<file path="src/rtl/acc_share_pkg.sv">
// acc_share_pkg: shared types and helpers for the accumulator-sharing arbiter.
//   state_t      : arbiter FSM states
//   ACC_HOLD_MIN : smallest legal value hold time (cycles) for the accumulator pipe
//   idx_w()      : index width for a requester count, never less than 1 bit
package acc_share_pkg;

  typedef enum logic [1:0] {IDLE, ISSUE, WAIT, ACK} state_t;

  localparam int ACC_HOLD_MIN = 3;

  function automatic int idx_w(input int n);
    return (n <= 2) ? 1 : $clog2(n);
  endfunction

endpackage

</file>
<file path="src/rtl/acc_share_arbiter_if.sv">
// acc_share_arbiter_if: requester/accumulator bundle around the arbiter.
//   req, req_value        : requester levels and packed values (value i at [i*DATA_W +: DATA_W])
//   ack                   : one-hot "value added" pulse back to requesters
//   acc_enable, acc_value : drive the shared 3-stage accumulator
//   busy, grant_id        : status
//   grant_total, overlap_seen : only when ACC_SHARE_STATS_EN is defined
// Modports: master = requester/accumulator side, slave = arbiter.
interface acc_share_arbiter_if #(
  parameter int NUM_REQ = 4,
  parameter int DATA_W  = 32
);
  import acc_share_pkg::*;

  localparam int IDX_W = idx_w(NUM_REQ);

  logic [NUM_REQ-1:0]        req;
  logic [NUM_REQ*DATA_W-1:0] req_value;
  logic [NUM_REQ-1:0]        ack;
  logic                      acc_enable;
  logic [DATA_W-1:0]         acc_value;
  logic                      busy;
  logic [IDX_W-1:0]          grant_id;
`ifdef ACC_SHARE_STATS_EN
  logic [15:0]               grant_total;
  logic                      overlap_seen;

  modport master (output req, req_value,
                  input  ack, acc_enable, acc_value, busy, grant_id, grant_total, overlap_seen);
  modport slave  (input  req, req_value,
                  output ack, acc_enable, acc_value, busy, grant_id, grant_total, overlap_seen);
`else
  modport master (output req, req_value,
                  input  ack, acc_enable, acc_value, busy, grant_id);
  modport slave  (input  req, req_value,
                  output ack, acc_enable, acc_value, busy, grant_id);
`endif

endinterface

</file>
<file path="src/rtl/rr_pick.sv">
// rr_pick: combinational round-robin picker.
//   req    : request levels
//   rr_ptr : highest-priority index this round
//   valid  : any request present
//   winner : first set request at or after rr_ptr, wrapping past NUM_REQ-1
module rr_pick
  import acc_share_pkg::*;
#(
  parameter int NUM_REQ = 4,
  parameter int IDX_W   = idx_w(NUM_REQ)
) (
  input  logic [NUM_REQ-1:0] req,
  input  logic [IDX_W-1:0]   rr_ptr,
  output logic               valid,
  output logic [IDX_W-1:0]   winner
);

  logic [IDX_W:0]   sum;
  logic [IDX_W-1:0] idx;

  // Scan from the farthest offset down so the nearest hit to rr_ptr is the last write.
  always_comb begin
    valid  = |req;
    winner = '0;
    sum    = '0;
    idx    = '0;
    for (int k = NUM_REQ - 1; k >= 0; k--) begin
      sum = {1'b0, rr_ptr} + (IDX_W + 1)'(k);
      if (sum >= (IDX_W + 1)'(NUM_REQ)) sum = sum - (IDX_W + 1)'(NUM_REQ);
      idx = sum[IDX_W-1:0];
      if (req[idx]) winner = idx;
    end
  end

endmodule

</file>
<file path="src/rtl/acc_share_arbiter.sv">
// acc_share_arbiter: shares one accumulator datapath among NUM_REQ requesters.
// Round-robin grant, one-cycle acc_enable pulse, acc_value held through the
// accumulator pipeline, then a one-hot ack to the winner.
//   clk, rst : clock, asynchronous active-high reset
//   bus      : acc_share_arbiter_if.slave (req/req_value in; ack, acc_enable,
//              acc_value, busy, grant_id out)
// Optional ACC_SHARE_STATS_EN: adds grant_total (16-bit wrapping grant count)
// and overlap_seen (sticky, >=2 requests seen in an arbitration cycle).
//
// state | meaning
// IDLE  | arbitrate; capture winner id and value
// ISSUE | acc_enable high for this cycle only
// WAIT  | value held while the accumulator pipe consumes it (HOLD_CYCLES cycles)
// ACK   | ack pulse to winner, advance round-robin pointer
module acc_share_arbiter
  import acc_share_pkg::*;
#(
  parameter int NUM_REQ     = 4,
  parameter int DATA_W      = 32,
  parameter int HOLD_CYCLES = 3
) (
  input logic            clk,
  input logic            rst,
  acc_share_arbiter_if.slave bus
);

  localparam int IDX_W    = idx_w(NUM_REQ);
  // Hold time below the pipeline depth would corrupt the sum, so clamp it.
  localparam int HOLD_EFF = (HOLD_CYCLES < ACC_HOLD_MIN) ? ACC_HOLD_MIN : HOLD_CYCLES;
  localparam int CNT_W    = $clog2(HOLD_EFF);

  state_t            state_q, state_d;
  logic [CNT_W-1:0]  cnt_q, cnt_d;
  logic [IDX_W-1:0]  rr_ptr_q, rr_ptr_d;
  logic [IDX_W-1:0]  grant_id_q, grant_id_d;
  logic [DATA_W-1:0] acc_value_q, acc_value_d;
  logic              pick_valid;
  logic [IDX_W-1:0]  pick_winner;

  rr_pick #(.NUM_REQ(NUM_REQ), .IDX_W(IDX_W)) u_rr_pick (
    .req    (bus.req),
    .rr_ptr (rr_ptr_q),
    .valid  (pick_valid),
    .winner (pick_winner)
  );

  always_comb begin
    state_d     = state_q;
    cnt_d       = cnt_q;
    rr_ptr_d    = rr_ptr_q;
    grant_id_d  = grant_id_q;
    acc_value_d = acc_value_q;
    case (state_q)
      IDLE: begin
        if (pick_valid) begin
          grant_id_d = pick_winner;
          for (int i = 0; i < NUM_REQ; i++) begin
            if (pick_winner == IDX_W'(i)) acc_value_d = bus.req_value[i*DATA_W +: DATA_W];
          end
          state_d = ISSUE;
        end
      end
      ISSUE: begin
        // Counts HOLD_EFF-1 down to 0 inclusive, giving HOLD_EFF cycles in WAIT.
        cnt_d   = CNT_W'(HOLD_EFF - 1);
        state_d = WAIT;
      end
      WAIT: begin
        if (cnt_q == '0) state_d = ACK;
        else             cnt_d   = cnt_q - 1'b1;
      end
      ACK: begin
        rr_ptr_d = (grant_id_q == IDX_W'(NUM_REQ - 1)) ? '0 : grant_id_q + 1'b1;
        state_d  = IDLE;
      end
      default: state_d = IDLE;
    endcase
  end

  always_ff @(posedge clk or posedge rst) begin
    if (rst) begin
      state_q     <= IDLE;
      cnt_q       <= '0;
      rr_ptr_q    <= '0;
      grant_id_q  <= '0;
      acc_value_q <= '0;
    end else begin
      state_q     <= state_d;
      cnt_q       <= cnt_d;
      rr_ptr_q    <= rr_ptr_d;
      grant_id_q  <= grant_id_d;
      acc_value_q <= acc_value_d;
    end
  end

  // Decoded straight from the state flop so an async reset clears them at once.
  assign bus.acc_enable = (state_q == ISSUE);
  assign bus.ack        = (state_q == ACK) ? (NUM_REQ'(1) << grant_id_q) : '0;
  assign bus.busy       = (state_q != IDLE);
  assign bus.grant_id   = grant_id_q;
  assign bus.acc_value  = acc_value_q;

`ifdef ACC_SHARE_STATS_EN
  logic [15:0] grant_total_q, grant_total_d;
  logic        overlap_q, overlap_d;

  always_comb begin
    grant_total_d = grant_total_q;
    overlap_d     = overlap_q;
    if (state_q == ACK) grant_total_d = grant_total_q + 16'd1;
    if ((state_q == IDLE) && ($countones(bus.req) >= 2)) overlap_d = 1'b1;
  end

  always_ff @(posedge clk or posedge rst) begin
    if (rst) begin
      grant_total_q <= '0;
      overlap_q     <= 1'b0;
    end else begin
      grant_total_q <= grant_total_d;
      overlap_q     <= overlap_d;
    end
  end

  assign bus.grant_total  = grant_total_q;
  assign bus.overlap_seen = overlap_q;
`endif

endmodule

</file>
<file path="src/flat_wrapper.sv">
// flat-port wrapper written by rule: the top's interface ports become plain ports
module acc_share_arbiter_flat import acc_share_pkg::*;
#(
  parameter int NUM_REQ     = 4,
  parameter int DATA_W      = 32,
  parameter int HOLD_CYCLES = 3
)
  (clk, rst, bus_req, bus_req_value, bus_ack, bus_acc_enable, bus_acc_value, bus_busy, bus_grant_id);
  acc_share_arbiter_if #(.NUM_REQ(NUM_REQ), .DATA_W(DATA_W)) bus_i ();
  input logic clk;
  input logic rst;
  input wire logic [$bits(bus_i.req)-1:0] bus_req;
  input wire logic [$bits(bus_i.req_value)-1:0] bus_req_value;
  output wire logic [$bits(bus_i.ack)-1:0] bus_ack;
  output wire logic [$bits(bus_i.acc_enable)-1:0] bus_acc_enable;
  output wire logic [$bits(bus_i.acc_value)-1:0] bus_acc_value;
  output wire logic [$bits(bus_i.busy)-1:0] bus_busy;
  output wire logic [$bits(bus_i.grant_id)-1:0] bus_grant_id;
  assign bus_i.req = bus_req;
  assign bus_i.req_value = bus_req_value;
  assign bus_ack = bus_i.ack;
  assign bus_acc_enable = bus_i.acc_enable;
  assign bus_acc_value = bus_i.acc_value;
  assign bus_busy = bus_i.busy;
  assign bus_grant_id = bus_i.grant_id;
  acc_share_arbiter #(.NUM_REQ(NUM_REQ), .DATA_W(DATA_W), .HOLD_CYCLES(HOLD_CYCLES)) u_core (.clk(clk), .rst(rst), .bus(bus_i));
endmodule
</file>
<file path="config.mk">
export PLATFORM = sky130hd
export DESIGN_NAME = acc_share_arbiter_flat
export DESIGN_NICKNAME = d
export VERILOG_FILES = /design/src/rtl/acc_share_pkg.sv /design/src/rtl/acc_share_arbiter_if.sv /design/src/rtl/rr_pick.sv /design/src/rtl/acc_share_arbiter.sv /design/src/flat_wrapper.sv
export SDC_FILE = /design/constraint.sdc
export NUM_CORES = 1
export LEC_CHECK = 0
export ABC_AREA = 1
export CELL_PAD_IN_SITES_DETAIL_PLACEMENT = 0
export CELL_PAD_IN_SITES_GLOBAL_PLACEMENT = 1
export CORE_ASPECT_RATIO = 0.7
export CORE_MARGIN = 5
export CORE_UTILIZATION = 29
export CTS_BUF_LIST = sky130_fd_sc_hd__clkbuf_2 sky130_fd_sc_hd__clkbuf_4 sky130_fd_sc_hd__clkbuf_8
export CTS_CLUSTER_SIZE = 12
export DETAILED_ROUTE_END_ITERATION = 7
export PLACE_DENSITY = 0.86
export SYNTH_ARGS = -nofsm -noshare
export SYNTH_HDL_FRONTEND = slang
export SYNTH_SLANG_ARGS = --single-unit
</file>
<file path="constraint.sdc">
create_clock -name clk -period 2.9 [get_ports clk]
set_clock_uncertainty 0.05 [all_clocks]
set_input_delay 0.58 -clock clk [delete_from_list [all_inputs] [get_ports clk]]
set_output_delay 0.58 -clock clk [all_outputs]
set_load 0.005 [all_outputs]
</file>
======== Word-level counts from Yosys, hierarchy flattened ========
Index checks and enable logic that the tools add are counted.
word-level totals
  bits in registers ....................... 40
  input port bits ......................... 134
  logic and storage cells ................. 71
cells by class
  add/sub/neg operators ................... 9
  magnitude comparators ................... 8
  eq/ne operators ......................... 10
  shifts and indexed selects .............. 1
  muxes and demuxes ....................... 27
  reductions and logical operators ........ 11
operators by type and width
  kind                                                                           number
  32-bit two-way mux                                                             4
  2-bit two-way mux                                                              12
  2-bit by 3-bit less-than comparator with 1-bit output (second input constant)  4
  2-bit equality test (second input constant)                                    5
  2-bit by 1-bit subtractor with 2-bit output (second input constant)            5
  3-bit >= comparator (second input constant)                                    3
  1-bit binary-select mux with 2-bit select                                      4
  2-bit one-hot mux with 4 select lines                                          1
  2-bit by 2-bit adder with 3-bit output (second input constant)                 2
  2-bit logical NOT                                                              3
  2-bit AND reduction                                                            3
  2-bit by 1-bit equality test with 1-bit output (second input constant)         2
  1-bit two-way mux                                                              4
  4-bit two-way mux                                                              1
  2-bit by 1-bit != test with 1-bit output (second input constant)               2
  2-bit one-hot mux with 2 select lines                                          1
  2-bit nonzero test                                                             2
  4-bit nonzero test                                                             1
  4-bit OR reduction                                                             1
  1-bit by 2-bit << shifter with 4-bit output (first input constant)             1
  2-bit by 1-bit adder with 3-bit output (second input constant)                 1
  2-bit by 3-bit >= comparator with 1-bit output (second input constant)         1
  3-bit AND reduction                                                            1
  2-bit by 1-bit adder with 2-bit output (second input constant)                 1
  2-bit != test (second input constant)                                          1

======== Longest topological paths before layout ========
  depth after elaboration ................. 14
  gate-level depth with buffers ........... 16
  gate-level depth less buffers ........... 14

======== Modules after synthesis ========
A second synthesis with hierarchy kept.
second synthesis, totals
  cell total of the unflattened synthesis .. 541
  area total of the unflattened synthesis .. 3225.6 sq um
modules (own cells, without submodules)
  module             instances  cells an instance  area each (sq um)  sequential area each (sq um)
  acc_share_arbiter  1          495                3036.7             1001.0
  rr_pick            1          46                 188.9              0.0

======== Least setup slack after synthesis ========
No wires, ideal clock.
  path type ............................... input -> register
  start ................................... input bus_req[3]
  end ..................................... register u_core.acc_value_q[10] (netlist: u_core.bus.acc_value[10])
  library setup time ...................... 0.116 ns
  data arrival time ....................... 1.672 ns
  required time ........................... 2.734 ns
  setup slack ............................. 1.062 ns
  stages on the path ...................... 14
  path buffers ............................ 1
  cell sequence ........................... inv_1 -> o21ai_1 -> nand2_1 -> nand2_1 -> inv_2 -> nand2_1 -> nand2_4 -> inv_4 -> nand3_4 -> buf_6 -> o21ai_1 -> inv_1 -> nand2_1 -> nand2_1
on the way
  cells in the longest elaborated chain, start to end .. 10
  elaborated cells between the ends (all ways) .. 22
  classes of those cells .................. eq/ne (3); mux (15); reduce/logical (4)
ends and longest elaborated chain
  item                                            line                     text
  start: declaration                              flat_wrapper.sv:12       input wire logic [$bits(bus_i.req)-1:0] bus_req;
  1-bit binary-select mux with 2-bit select       rr_pick.sv:31            if (req[idx]) winner = idx;
  1-bit two-way mux (not written as such)         rr_pick.sv:31
  2-bit two-way mux (4 in a row)                  rr_pick.sv:31
  2-bit by 1-bit equality test with 1-bit output  acc_share_arbiter.sv:58  if (pick_winner == IDX_W'(i)) acc_value_d = bus.req_value[i*DATA_W +: DATA_W];
  32-bit two-way mux (3 in a row)                 acc_share_arbiter.sv:58
  end signal: assignment                          acc_share_arbiter.sv:92  acc_value_q <= acc_value_d;
  end: declaration                                acc_share_arbiter.sv:36  logic [DATA_W-1:0] acc_value_q, acc_value_d;
Several ways; a longest one is shown, not always the timed one. The select of a mux whose other input is x is not followed.
A chain may end at the register's enable or synchronous reset.

======== Worst setup path after layout ========
  start ................................... input bus_req[3]
  end ..................................... register u_core.acc_value_q[1] (netlist: u_core.bus.acc_value[1])
The elaborated chain is that of the path after synthesis.

==> flow_summary_export.csv <==
group,metric,value,unit
worst_setup_path,critPathCaptureType,"flop",
synth,synth.ff_latch_count,40,
timing,clock.fmax,414,MHz
cells_and_area,drive_gt1_share,5.72,%
synth,synthCells,552,
floorplan,die_area,14000,sq um
worst_setup_path,crit_fanout,32,
clock_network,cts_buffer_depth,2,
clock_network,cts_tree,"built",
timing,worstMarginPinSlew,0.619,ns
drt,wl,12.7,mm
timing,maxSlewHeadroom,58.6,%
global_routing,grtUsageTotal,17.9,%
clock_network,cts_sinks,40,
drt,routed-via-count,3990,
worst_setup_path,critPathRequiredTime,3.04,ns
floorplan,core_area,11600,sq um
global_routing,grt_max_degree,33,
global_routing,overflow,0,
global_routing,antenna_found_initial,0,
drt,dr.pass1.iters,5,
floorplan,rows,33,
synth,synth_fp_nets,695,
synth,synth.area.top_cells,"dfrtp_1 30%, nand2_1 21%, inv_1 13%",
synth,synth_seq_area_share,29.6,%
cells_and_area,syn_to_final_growth,58.5,%
timing,setup_violations,0,
clock_network,clock_latency,0.28,ns
synth,synth-main-ff-cell,"dfrtp_1",
cells_and_area,most-common-layout-cells,"192 x nand2_1, 173 x clkdlybuf4s50_1, 113 x inv_1",
placed_design,place_congestion,0.887,
synth,synth_top_area_share,29.6,%
floorplan,die_h,100,microns
drt,drt-initial-drc-count,151,
hold_path,worstHoldPathType,"reg -> reg",
clock_network,htree_levels,2,
floorplan,pin_count,174,
cells_and_area,diodes,0,
placed_design,dp.cells,867,
placed_design,place_area,5290,sq um
pwr,vdd_ir_drop_max,0.000640,V
global_routing,grt_pass1_wl,20.1,mm
timing,whs,0.436,ns
placed_design,place_hpwl,9.75,mm
clock_network,numCtsBuffers,5,
pwr,power_density,1160,nW/um^2
timing,period_share,83.3,%
placed_design,port_buffers,173,
clock_network,cts_setup_buffers,0,
clock_network,clk_pin_slew,0.08,ns
timing,hold_viol,0,
drt,routedWlPerCell,14.6,microns
synth,synth_area,3390,sq um
cells_and_area,final_cells,874,
clock_network,root_buffer,"clkbuf_8",
floorplan,start_util,29.3,%
global_routing,grt_pass1_vias,4065,
clock_network,postCtsResizedCells,0,
drt,routed_via_density,4.57,
worst_setup_path,crit_type,"in -> reg",
synth,synth_warnings,0,
cells_and_area,utilization,46.4,%
floorplan,die_x,139,microns
timing,tns,0,ns
pwr,power_leakage,2.92,nW
drt,drc,0,
run,cap_violations,0,
cells_and_area,final_common_cell,"nand2_1",
timing,slew_viol_final,0,
synth,ys_types,25,
synth,synth_edf_count,0,
worst_setup_path,start_kind,"input port",
timing,grt_setup_unrepaired,"false",
synth,synth_top_cell_by_area,"dfrtp_1",
cells_and_area,final_cell_area,5370,sq um
cells_and_area,finalNetCount,860,
drt,ant_nets,0,
synth,post_synth.cell_area_avg,6.14,sq um
synth,async_reset_ff_share,100,%
timing,final.min_clock_period,2.42,ns
status,status,"finished clean",
worst_setup_path,cp.arrival,2.56,ns
clock_network,cts_hold_buf,0,
==> path summary, 6_finish.rpt <==
kind	from	end	slack (ns)	depth (start not counted)
min in group asynchronous	rst	u_core.bus.acc_value[1]	0.63	2
max	bus_req[3]	u_core.bus.acc_value[1]	0.48	14
min	u_core.bus.acc_value[2]	u_core.bus.acc_value[2]	0.44	2
max reg2reg	u_core.rr_ptr_q[0]	u_core.bus.acc_value[1]	0.71	13
max in group asynchronous	rst	u_core.bus.grant_id[1]	1.60	3
min reg2reg	u_core.bus.acc_value[2]	u_core.bus.acc_value[2]	0.44	2
==> routing by layer <==
metal | vias up | global-route usage, % | part of all wire (%) | wire, microns
met3 | 12 | 5.00 | 8.4 | 1070
li1 | 2030 | - | - | -
met1 | 1794 | 24.2 | 46 | 5870
met2 | 154 | 28.9 | 45 | 5690
met5 | - | 0 | 0 | 0
met4 | 0 | 3.68 | 0.92 | 117
==> kinds of logic after synthesis <==
logic type	count (synthesis)	share of synthesized area, %
buf+inv	151	19.0
fa+ha+maj	9	3.32
simple gates	277	36.9
compound gates	75	11.2
flops	40	29.6
==> per-stage QoR <==
stage	power, mW	setup slack [ns]
after floorplan	4.19	1.06
after global placement	5.80	0.239
after detailed placement	5.89	0.181
after CTS	6.28	0.500
after global routing	6.92	0.235
final	6.24	0.484
==> final cells by class <==
type	instances	area [sq um]
clock buffer	6	76.3
clock inverter	1	5.00
fill	1170	6190
inverter	120	455
multi-input combinational	361	1750
sequential	40	1000
tap	157	196
timing repair buffer	189	1890
==> worst max-delay path, cell delays in order <==
cell	delay (ns)
clkdlybuf4s50_1	0.50
inv_1	0.06
o21ai_1	0.16
nand2_1	0.10
nand2_1	0.09
inv_2	0.03
nand2_1	0.09
nand2_4	0.08
inv_4	0.07
nand3_4	0.32
o21ai_0	0.28
inv_1	0.06
nand2_1	0.06
nand2_1	0.05
==> state kept, by name (all words and copies together) (netlist names) <==
register,count
u_core.bus.acc_value,32
u_core.cnt_q,2
u_core.bus.grant_id,2
u_core.rr_ptr_q,2
u_core.state_q,2
==> power breakdown <==
group	internal [mW]	switching (mW)
sequential	0.863	0.219
combinational	1.95	2.84
clock	0.173	0.192
==> cells in the mapped netlist (4+ instances only) <==
| cell | count |
|---|---|
| a21oi_1 | 33 |
| buf_2 | 15 |
| buf_4 | 6 |
| buf_6 | 4 |
| clkbuf_1 | 6 |
| dfrtp_1 | 40 |
| ha_1 | 9 |
| inv_1 | 114 |
| nand2_1 | 192 |
| nand3_1 | 37 |
| nand4_1 | 32 |
| nor2_1 | 4 |
| o21ai_0 | 8 |
| o21ai_1 | 32 |
Power figures use the tool's default switching activity.
